[config.mk]
export PLATFORM = sky130hd
export DESIGN_NAME = decode_pipe
export DESIGN_NICKNAME = d
export VERILOG_FILES = /design/src/rtl/decode_pipe.sv
export SDC_FILE = /design/constraint.sdc
export NUM_CORES = 1
export LEC_CHECK = 0
export BUFFER_PORTS_ARGS = -buffer_cell sky130_fd_sc_hd__buf_4
export CAP_MARGIN = 5
export CORE_MARGIN = 8
export CORE_UTILIZATION = 50
export CTS_BUF_LIST = sky130_fd_sc_hd__clkbuf_2
export CTS_CLUSTER_DIAMETER = 150
export DETAILED_ROUTE_END_ITERATION = 8
export HOLD_SLACK_MARGIN = 0.02
export PLACE_DENSITY = 0.82
export SKIP_LAST_GASP = 1
export SYNTH_ARGS = -nofsm -noshare
export SYNTH_HDL_FRONTEND = slang
export SYNTH_SLANG_ARGS = --single-unit
[constraint.sdc]
create_clock -name clk -period 2.3 [get_ports clk]
set_input_delay 0.23 -clock clk [delete_from_list [all_inputs] [get_ports clk]]
set_output_delay 0.23 -clock clk [all_outputs]
set_load 0.01 [all_outputs]
[src/rtl/decode_pipe.sv]
// decode_pipe: RV32 instruction decoder sitting in front of a 2-entry output
// FIFO. Instructions are decoded on the way in, so each FIFO slot holds
// decoded fields, class flags and the sign-extended immediate.
//
// Ports
//   clk, rst_n           clock, asynchronous active-low reset
//   flush                drop all buffered entries and any same-cycle input
//   in_valid/in_ready    upstream handshake; in_ready is a register (count<2)
//   in_instr, in_pc      raw instruction and its PC
//   out_valid/out_ready  downstream handshake; out_valid is a register (count>0)
//   out_pc .. funct7     raw fields of the head (oldest) entry
//   r/i/s/b/u/j_type     format class flags, illegal flag
//   immediate            sign-extended immediate (XLEN bits)
module decode_pipe #(
    parameter int XLEN = 32,
    parameter int PC_W = 32
) (
    input  logic            clk,
    input  logic            rst_n,
    input  logic            flush,
    input  logic            in_valid,
    output logic            in_ready,
    input  logic [31:0]     in_instr,
    input  logic [PC_W-1:0] in_pc,
    output logic            out_valid,
    input  logic            out_ready,
    output logic [PC_W-1:0] out_pc,
    output logic [4:0]      rs1_addr,
    output logic [4:0]      rs2_addr,
    output logic [4:0]      rd_addr,
    output logic [6:0]      opcode,
    output logic [2:0]      funct3,
    output logic [6:0]      funct7,
    output logic            r_type,
    output logic            i_type,
    output logic            s_type,
    output logic            b_type,
    output logic            u_type,
    output logic            j_type,
    output logic            illegal,
    output logic [XLEN-1:0] immediate
);

    typedef struct packed {
        logic [PC_W-1:0] pc;
        logic [4:0]      rs1;
        logic [4:0]      rs2;
        logic [4:0]      rd;
        logic [6:0]      opc;
        logic [2:0]      f3;
        logic [6:0]      f7;
        logic            r, i, s, b, u, j, ill;
        logic [XLEN-1:0] imm;
    } dec_t;

    dec_t        dec;
    logic [31:0] imm32;

    // ---------------- decode (write side) ----------------
    always_comb begin
        dec     = '0;
        imm32   = '0;
        dec.pc  = in_pc;
        dec.rs1 = in_instr[19:15];
        dec.rs2 = in_instr[24:20];
        dec.rd  = in_instr[11:7];
        dec.opc = in_instr[6:0];
        dec.f3  = in_instr[14:12];
        dec.f7  = in_instr[31:25];

        case (in_instr[6:0])
            7'b0110011: dec.r = 1'b1;
            7'b0000011, 7'b0010011, 7'b1100111,
            7'b0001111, 7'b1110011: dec.i = 1'b1;
            7'b0100011: dec.s = 1'b1;
            7'b1100011: dec.b = 1'b1;
            7'b0110111, 7'b0010111: dec.u = 1'b1;
            7'b1101111: dec.j = 1'b1;
            default:    dec.ill = 1'b1;
        endcase

        // Compressed/non-32-bit encodings are illegal regardless of opcode.
        if (in_instr[1:0] != 2'b11) begin
            dec.ill = 1'b1;
            dec.r = 1'b0; dec.i = 1'b0; dec.s = 1'b0;
            dec.b = 1'b0; dec.u = 1'b0; dec.j = 1'b0;
        end

        if (dec.i)
            imm32 = {{20{in_instr[31]}}, in_instr[31:20]};
        else if (dec.s)
            imm32 = {{20{in_instr[31]}}, in_instr[31:25], in_instr[11:7]};
        else if (dec.b)
            imm32 = {{19{in_instr[31]}}, in_instr[31], in_instr[7],
                     in_instr[30:25], in_instr[11:8], 1'b0};
        else if (dec.u)
            imm32 = {in_instr[31:12], 12'b0};
        else if (dec.j)
            imm32 = {{11{in_instr[31]}}, in_instr[31], in_instr[19:12],
                     in_instr[20], in_instr[30:21], 1'b0};

        // 32-bit result is already sign-correct; widen with sign extension.
        dec.imm = XLEN'($signed(imm32));
    end

    // ---------------- 2-entry FIFO ----------------
    dec_t       mem_q [2];
    logic       wr_ptr_q, wr_ptr_d;
    logic       rd_ptr_q, rd_ptr_d;
    logic [1:0] cnt_q, cnt_d;
    logic       in_ready_q, out_valid_q;
    logic       push, pop;

    // Flush suppresses both sides so nothing moves in a flush cycle.
    assign push = in_valid  & in_ready_q  & ~flush;
    assign pop  = out_valid_q & out_ready & ~flush;

    always_comb begin
        wr_ptr_d = wr_ptr_q;
        rd_ptr_d = rd_ptr_q;
        cnt_d    = cnt_q;
        if (flush) begin
            wr_ptr_d = 1'b0;
            rd_ptr_d = 1'b0;
            cnt_d    = 2'd0;
        end else begin
            if (push) wr_ptr_d = ~wr_ptr_q;
            if (pop)  rd_ptr_d = ~rd_ptr_q;
            cnt_d = cnt_q + 2'(push) - 2'(pop);
        end
    end

    always_ff @(posedge clk or negedge rst_n) begin
        if (!rst_n) begin
            wr_ptr_q    <= 1'b0;
            rd_ptr_q    <= 1'b0;
            cnt_q       <= 2'd0;
            in_ready_q  <= 1'b1;
            out_valid_q <= 1'b0;
            mem_q[0]    <= '0;
            mem_q[1]    <= '0;
        end else begin
            wr_ptr_q    <= wr_ptr_d;
            rd_ptr_q    <= rd_ptr_d;
            cnt_q       <= cnt_d;
            // Handshake flags precomputed from next count to keep them registered.
            in_ready_q  <= (cnt_d != 2'd2);
            out_valid_q <= (cnt_d != 2'd0);
            if (push) mem_q[wr_ptr_q] <= dec;
        end
    end

    dec_t head;
    assign head = mem_q[rd_ptr_q];

    assign in_ready  = in_ready_q;
    assign out_valid = out_valid_q;
    assign out_pc    = head.pc;
    assign rs1_addr  = head.rs1;
    assign rs2_addr  = head.rs2;
    assign rd_addr   = head.rd;
    assign opcode    = head.opc;
    assign funct3    = head.f3;
    assign funct7    = head.f7;
    assign r_type    = head.r;
    assign i_type    = head.i;
    assign s_type    = head.s;
    assign b_type    = head.b;
    assign u_type    = head.u;
    assign j_type    = head.j;
    assign illegal   = head.ill;
    assign immediate = head.imm;

endmodule

Word-level counts from Yosys, hierarchy flattened. Cells that the tools add are included. W data, S select, Z words.

Register bits: 212. Input port bits: 69. Word-level logic and storage cells: 93.

$add $sub $neg: 2. $lt $le $gt $ge: 3. Equality and inequality tests: 13. Multiplexer cells: 24. Bitwise operators: 9. Reductions and logical operators: 7.

Operators with widths (number): $mux W103 (4); $bwmux W206 (1); $mux W32 (5); $demux W103 S1 (1); $eq A7 B7 Y1 const B (4); $eq A7 B6 Y1 const B (3); $eq A7 B5 Y1 const B (2); $mux W1 (11); $reduce_or A11 Y1 (1); $eq A7 B2 Y1 const B (1); $eq A7 B4 Y1 const B (1); $mux W7 (1); $reduce_bool A2 Y1 (3); $reduce_or A5 Y1 (1); $and A1 B1 Y1 (4); $ge A2 B2 Y1 const B (2); $ne A2 B2 Y1 const B (2); $not A1 Y2 (2); $not A1 Y1 (3); $add A2 B1 Y2 (1); $lt A2 B1 Y1 const B (1); $mux W2 (1); $reduce_or A2 Y1 (1); $sub A2 B1 Y2 (1); $logic_and A1 B1 Y1 (1).

Longest topological paths before layout. Gate-level depths: netlist of run 1.

Depth in word-level cells: 10. Gate-level depth with buffers: 8.

Least setup slack after synthesis of run 1. OpenSTA, ideal clock, no wires.

Path kind: flip-flop to flip-flop. From: register in_ready_q, in the netlist in_ready. To: register out_valid_q, in the netlist out_valid. Setup time: 127 ps. Data arrival time: 1875 ps. Setup slack: 298 ps. Cell stages (with the launch flop): 8. Clock period less this slack: 2002 ps. Path through: dfstp_2 > nand2_1 > or2_2 > ha_1 > inv_1 > ha_1 > nor2b_1 > or2_2.

Cells in the longest elaborated chain, start to end: 6.

Ends and longest elaborated chain: start, declared (RTL line 111) `logic in_ready_q, out_valid_q;`; start signal, assigned (RTL line 147) `in_ready_q <= (cnt_d != 2'd2);`; $and A1 B1 Y1 (2 in a row) (RTL line 115) `assign push = in_valid & in_ready_q & ~flush;`; $add A2 B1 Y2 (RTL line 129) `cnt_d = cnt_q + 2'(push) - 2'(pop);`; $sub A2 B1 Y2 (RTL line 129); $mux W2 (RTL line 122) `if (flush) begin`; named net cnt_d[0] (RTL line 110) `logic [1:0] cnt_q, cnt_d;`; $reduce_bool A2 Y1 (RTL line 148) `out_valid_q <= (cnt_d != 2'd0);`; end signal, assigned (RTL line 148); end, declared (RTL line 111).

The timed path passes the listed nets, and every way through them passes these cells. A chain may end at the register's enable or synchronous reset.

Worst setup path in the final report of run 1.
From: register rd_ptr_q. To: output port funct7[6].

Cells in the longest elaborated chain, start to end: 4.

Ends and longest elaborated chain: start, declared (RTL line 109) `logic rd_ptr_q, rd_ptr_d;`; start signal, assigned (RTL line 144) `rd_ptr_q <= rd_ptr_d;`; $not A1 Y2 (implied by the code) (RTL line 154) `assign head = mem_q[rd_ptr_q];`; $mux W103 (implied by the code) (3 in a row) (RTL line 154); end, declared (RTL line 33) `output logic [6:0] funct7,`.

No other way between the ends. The select of a mux whose other input is x is not followed.

==> impl_metrics.csv, run 1 <==
group,metric,value,unit
status,status,"finished with violations",
status,violations,"setup timing",
finish,syn_to_final_growth,29.8,%
synth,ys_ff_latch,212,
synth,yosys_warnings,0,
floorplanning,rows,51,
synth,synth-async-reset-ratio,100,%
timing,worst_slack,-0.0169,ns
critical_path,rr_worst_depth,7,
cts,cts_tree,"done",
synth,synthFlopType,"dfrtp_1",
route,route.detailed.drc,0,
timing,rsz0062_at_grt,"true",
finish,finalNonFillerCells,1582,
timing,finalCritPeriodShare,101,%
floorplanning,die-area,0.0243,mm^2
synth,syn_area,0.00976,mm^2
timing,clock.fmax,0.432,GHz
route,num_vias,8426,
global_route,grt_pass1_vias,8741,
placement,dp_slack,0.195,ns
global_route,grt_pass1_wl,44300,um
placement,place_hpwl,17000,um
power,p_leak,0.00645,uW
critical_path,r2r_start,"in_ready",
route,wirelength,28400,um
placement,dp_cells,1405,
global_route,grt_use_total,22.6,%
critical_path,path_class,"reg2out",
timing,finalHoldViolations,0,
cts,ctsHtreeMaxLevel,2,
critical_path,worstPathArrival,2.09,ns
floorplanning,start_util,50.5,%
power,total_power,11300,uW
floorplanning,die-width,156,um
timing,slew_headroom,33.4,%
global_route,grt_overflow_total,0,
cts,clock_latency,0.78,ns
min_path,hold_class,"in2reg",
cts,cts-root-buf,"clkbuf_2",
min_path,hp-start,"in_pc[30]",
timing,finalSetupViolCount,10,
timing,fin_skew,0.0468,ns
timing,post-route-min-period,2.32,ns
synth,netlist_instances,1020,
floorplanning,coreArea,0.0193,mm^2
critical_path,reg2reg_slack,0.21,ns
synth,synth_edf_count,0,
critical_path,cp_max_fo,6,
cts,numCtsBuffers,54,
route,final_antenna_net_count,0,
flow_run,maxCapViolCount,0,
critical_path,endpoint_kind,"primary output",
power,worst_ir_drop_vdd,0.000530,V
min_path,whs_endpoint,"mem_q[204]",
min_path,min_path_cells,4,
timing,slew_violations,0,
critical_path,r2r-end,"out_valid",
synth,synth_sequential_area_ratio,54.3,%
route,viasPerCell,5.33,
critical_path,critPathLaunchType,"flip-flop",
synth,synthDistinctLibCells,51,
floorplanning,die_h,156,um
route,dr.pass1.iters,5,
placement,routabilityCongestion,0.784,
timing,tightestPinTransition,0.998,ns
cts,cts_max_path_buffers,3,
synth,syn-num-nets,1091,
power,power_density,895,mW/mm^2
floorplanning,pin_count,174,
global_route,grt_max_degree,95,
placement,io_buffers,173,
finish,n_fill_cell,1489,
critical_path,cp.required,2.07,ns
route,drt_iter0_drc,599,
finish,drive_above_1_share,31.5,%
route,wl_per_cell,18.0,um
global_route,antenna_found_initial,1,
cts,clock_sinks,212,
synth,syn_area_per_cell,9.57,um^2
finish,nNetsFinal,1350,
cts,path_clk_slew,0.11,ns
-- repair_timing --
action / 4_1_cts / 5_1_grt
buffers inserted: 2 / 3
hold endpoints to repair: 420 / 0
setup endpoints to repair: 87 / 103
hold buffers: 76 / 0
resized for setup: 1 / 5
gates cloned: 0 / 3
pin swaps: 0 / 0
-- routing by layer --
layer | vias up | global-route usage, % | share of wire, %
met2 | 327 | 37.3 | 50
met4 | 0 | 8.87 | 2.2
met3 | 49 | 5.96 | 7.1
li1 | 3914 | - | -
met5 | - | 0 | 0
met1 | 4136 | 27.9 | 41
-- critical path, cell delays in order (launching register included) --
cell and delay, ns:
dfrtp_4 0.51, buf_12 0.16, buf_4 0.17, mux2_4 0.33
buf_4 0.15
-- where the power goes --
group          internal, uW  switching, uW  leakage (uW)
logic                  1840           1870       0.00335
clock network           933           1530      0.000363
registers              4670            515       0.00274
-- logic make-up after synthesis --
| logic type | count (synthesis) | synth area share (%) |
|---|---|---|
| buffers and inverters | 71 | 3.33 |
| AOI/OAI and AO/OA | 115 | 8.23 |
| DFF | 212 | 54.3 |
| xor gates and xnor gates | 5 | 0.448 |
| muxes | 108 | 12.4 |
| adders and majority gates | 2 | 0.256 |
| and+or+nand+nor | 507 | 21.0 |
-- through the flow --
stage	setup TNS (ns)	utilization [%]	instance area (um^2)	hold WS, ns
finish	-0.0565	65.6	12700	0.180
CTS	-4.97	65.0	12600	0.0817
detailed placement	0	58.5	11300	0.263
global route	-8.40	65.6	12700	0.108
floorplan	0	-	9760	-0.0656
global placement	0	58.5	11300	0.257
-- sequential cells by signal, indices dropped and copies added (netlist names) --
register,count
cnt_q,2
mem_q,206
in_ready,1
rd_ptr_q,1
wr_ptr_q,1
out_valid,1
-- cells in the mapped netlist (all sizes together), types with 5 or more instances --
library cell	instances	share of area, %
nand2	462	18
dfrtp	211	54
mux2	103	12
o21ai	51	3.0
buf	43	2.3
clkbuf	25	0.96
o211ai	23	1.8
a22oi	16	1.2
nor2	13	0.58
or2	6	0.38
a21oi	5	0.37
mux2i	5	0.51
-- cells in the final DEF, fill, tap and decap left out, types with 4 or more instances in the layout --
cell	instances
buf_4	182
mux2_2	102
o21ai_2	11
a21oi_1	4
or2_2	6
nand3_1	4
clkbuf_2	82
mux2i_1	5
nor2_1	12
a31oi_1	4
nand2_1	461
dlygate4sd3_1	75
o21ai_0	37
o211ai_1	23
xor2_1	4
buf_12	7
clkinv_1	9
a22oi_1	16
dfrtp_1	210
o31ai_1	4
-- worst max-delay path by stage --
stage | from | end | slack, ns | depth (start not counted)
3_3_place_gp | in_ready | out_valid | 0.24 | 8
3_5_place_dp | in_ready | out_valid | 0.20 | 7
5_1_grt | rd_ptr_q | out_pc[6] | -0.12 | 4
6_report | rd_ptr_q | funct7[6] | -0.02 | 4
2_1_floorplan | in_ready | out_valid | 0.30 | 7
4_1_cts | rd_ptr_q | out_pc[6] | -0.08 | 3
-- layout make-up --
type                       instances  area (um^2)  share of cell area (%)
multi-input combinational        737         4150                    32.8
antenna                            1         2.50                  0.0197
tap                              265          332                    2.62
clock inverter                    11         42.5                   0.336
inverter                           3         11.3                  0.0888
timing repair buffer             271         2410                    19.0
clock buffer                      82          410                    3.24
sequential                       212         5310                    41.9
No activity file was read; power rests on OpenSTA's default activity.
==> inputs of run 2 (changes only) <==
CTS_CLUSTER_DIAMETER = 30   (was 150)
PLACE_DENSITY = 0.73   (was 0.82)
==> impl_metrics.csv, run 2 (synthesis gave the netlist of run 1 again) <==
group,metric,value,unit
finish,largest_reg_flops,206,
route,wirelength,29300,um
route,wl_per_cell,18.5,um
critical_path,worstPathArrival,2.13,ns
power,power_density,892,mW/mm^2
power,worst_ir_drop_vdd,0.000547,V
status,violations,"setup timing",
cts,clock_latency,0.83,ns
timing,finalCritPeriodShare,103,%
placement,place_hpwl,16700,um
global_route,grt_pass1_wl,44300,um
floorplanning,die_h,156,um
placement,routabilityCongestion,0.777,
placement,post_dp_cell_area,0.0113,mm^2
cts,cts-root-buf,"clkbuf_2",
timing,finalHoldViolations,0,
min_path,hold_class,"in2reg",
finish,top_register,"mem_q",
flow_run,maxCapViolCount,0,
global_route,antenna_found_initial,1,
cts,cts_tree,"done",
power,p_leak,0.00655,uW
critical_path,cp.required,2.07,ns
critical_path,cp_max_fo,9,
critical_path,path_class,"reg2out",
floorplanning,die-area,0.0243,mm^2
timing,post-route-min-period,2.36,ns
timing,slew_violations,0,
timing,setup_tns,-2.02,ns
critical_path,endpoint_kind,"primary output",
timing,tightestPinTransition,1.00,ns
floorplanning,pin_count,174,
critical_path,critPathLaunchType,"flip-flop",
global_route,grt_overflow_total,0,
cts,clock_sinks,212,
cts,ctsHtreeMaxLevel,2,
global_route,grt_max_degree,71,
floorplanning,coreArea,0.0193,mm^2
finish,syn_to_final_growth,32.3,%
finish,layout_commonest_cell,"nand2_1",
route,final_antenna_net_count,0,
finish,drive_above_1_share,32.3,%
global_route,grt_pass1_vias,8330,
cts,path_clk_slew,0.10,ns
finish,top_regs,"mem_q (206), cnt_q (2)",
route,dr.pass1.iters,6,
route,viasPerCell,5.26,
floorplanning,rows,51,
timing,slew_headroom,33.1,%
timing,clock.fmax,0.423,GHz
timing,finalSetupViolCount,73,
cts,numCtsBuffers,55,
finish,nNetsFinal,1355,
timing,fin_skew,0.0495,ns
timing,worst_slack,-0.0617,ns
status,status,"finished with violations",
cts,cts_max_path_buffers,3,
floorplanning,start_util,50.5,%
route,drt_iter0_drc,496,
placement,io_buffers,173,
finish,final_design_area_no_fill,0.0129,mm^2
power,total_power,11500,uW
timing,rsz0062_at_grt,"true",
floorplanning,die-width,156,um
route,num_vias,8325,
route,route.detailed.drc,0,
global_route,grt_use_total,22.7,%
finish,final_cell_mix,"nand2_1, dfrtp_1, buf_4, mux2_2, clkbuf_2",
run 2: cell count changes in the layout (fill, tap and decap cells not counted), moves of 5 or more:
cell	change
mux2_4	+15
clkinv_1	-5
mux2_2	-15
buf_6	+18
dlygate4sd3_1	-5
buf_4	-17
run 2: cell type report:
cell class              count  area (um^2)
multi-input cells         737         4210
repair buffers            275         2610
diodes                      1         2.50
clock buffers              80          400
flip-flops and latches    212         5310
clock inverters             9         36.3
well taps                 265          332
inverters                   3         11.3
fillers                  1538         6420
run 2: worst paths after layout:
check	depth (start not counted)	slack (ns)	end	startpoint
min in group asynchronous	3	0.50	mem_q[38]	rst_n
worst min register to register	2	0.48	mem_q[46]	mem_q[46]
worst max-delay path	4	-0.06	immediate[27]	rd_ptr_q
worst min-delay path	4	0.14	mem_q[197]	in_pc[23]
worst max register to register	8	0.14	out_valid	in_ready
max in group asynchronous	4	1.02	in_ready	rst_n
run 2: layer usage:
layer  track usage, %  up-vias  wire, um
li1                 -     3930         -
met1             29.3     4045     12500
met2             36.6      310     14100
met3             5.43       40      2140
met4             8.64        0       581
met5                0        -         0
run 2: what timing repair did:
action / 4_1_cts / 5_1_grt
pin swaps: 0 / 0
cloned: 3 / 8
setup endpoints to repair: 103 / 103
buffers inserted: 1 / 4
hold buffers: 70 / 0
gates resized for setup: 5 / 44
hold endpoints to repair: 423 / 0
run 2: report_power, final:
group,total [uW],switching (uW),internal (uW)
sequential,5160,495,4670
combinational,3960,1950,2010
clock,2400,1490,914
total,11500,3930,7600
run 2: worst max-delay path: stages, from the launching register on:
cell and delay, ns:
dfrtp_4 0.49, buf_12 0.16, clkbuf_16 0.19, mux2_2 0.35
buf_4 0.15
run 2: stage by stage:
step	std cells	setup slack, ns	utilization, %	hold slack (ns)
floorplan	1020	0.298	-	-0.0656
global placement	1406	0.233	58.4	0.274
detailed placement	1406	0.200	58.4	0.274
CTS	1569	-0.103	64.9	0.0675
global route	1582	-0.160	66.8	0.0911
finish	1582	-0.0617	66.8	0.144
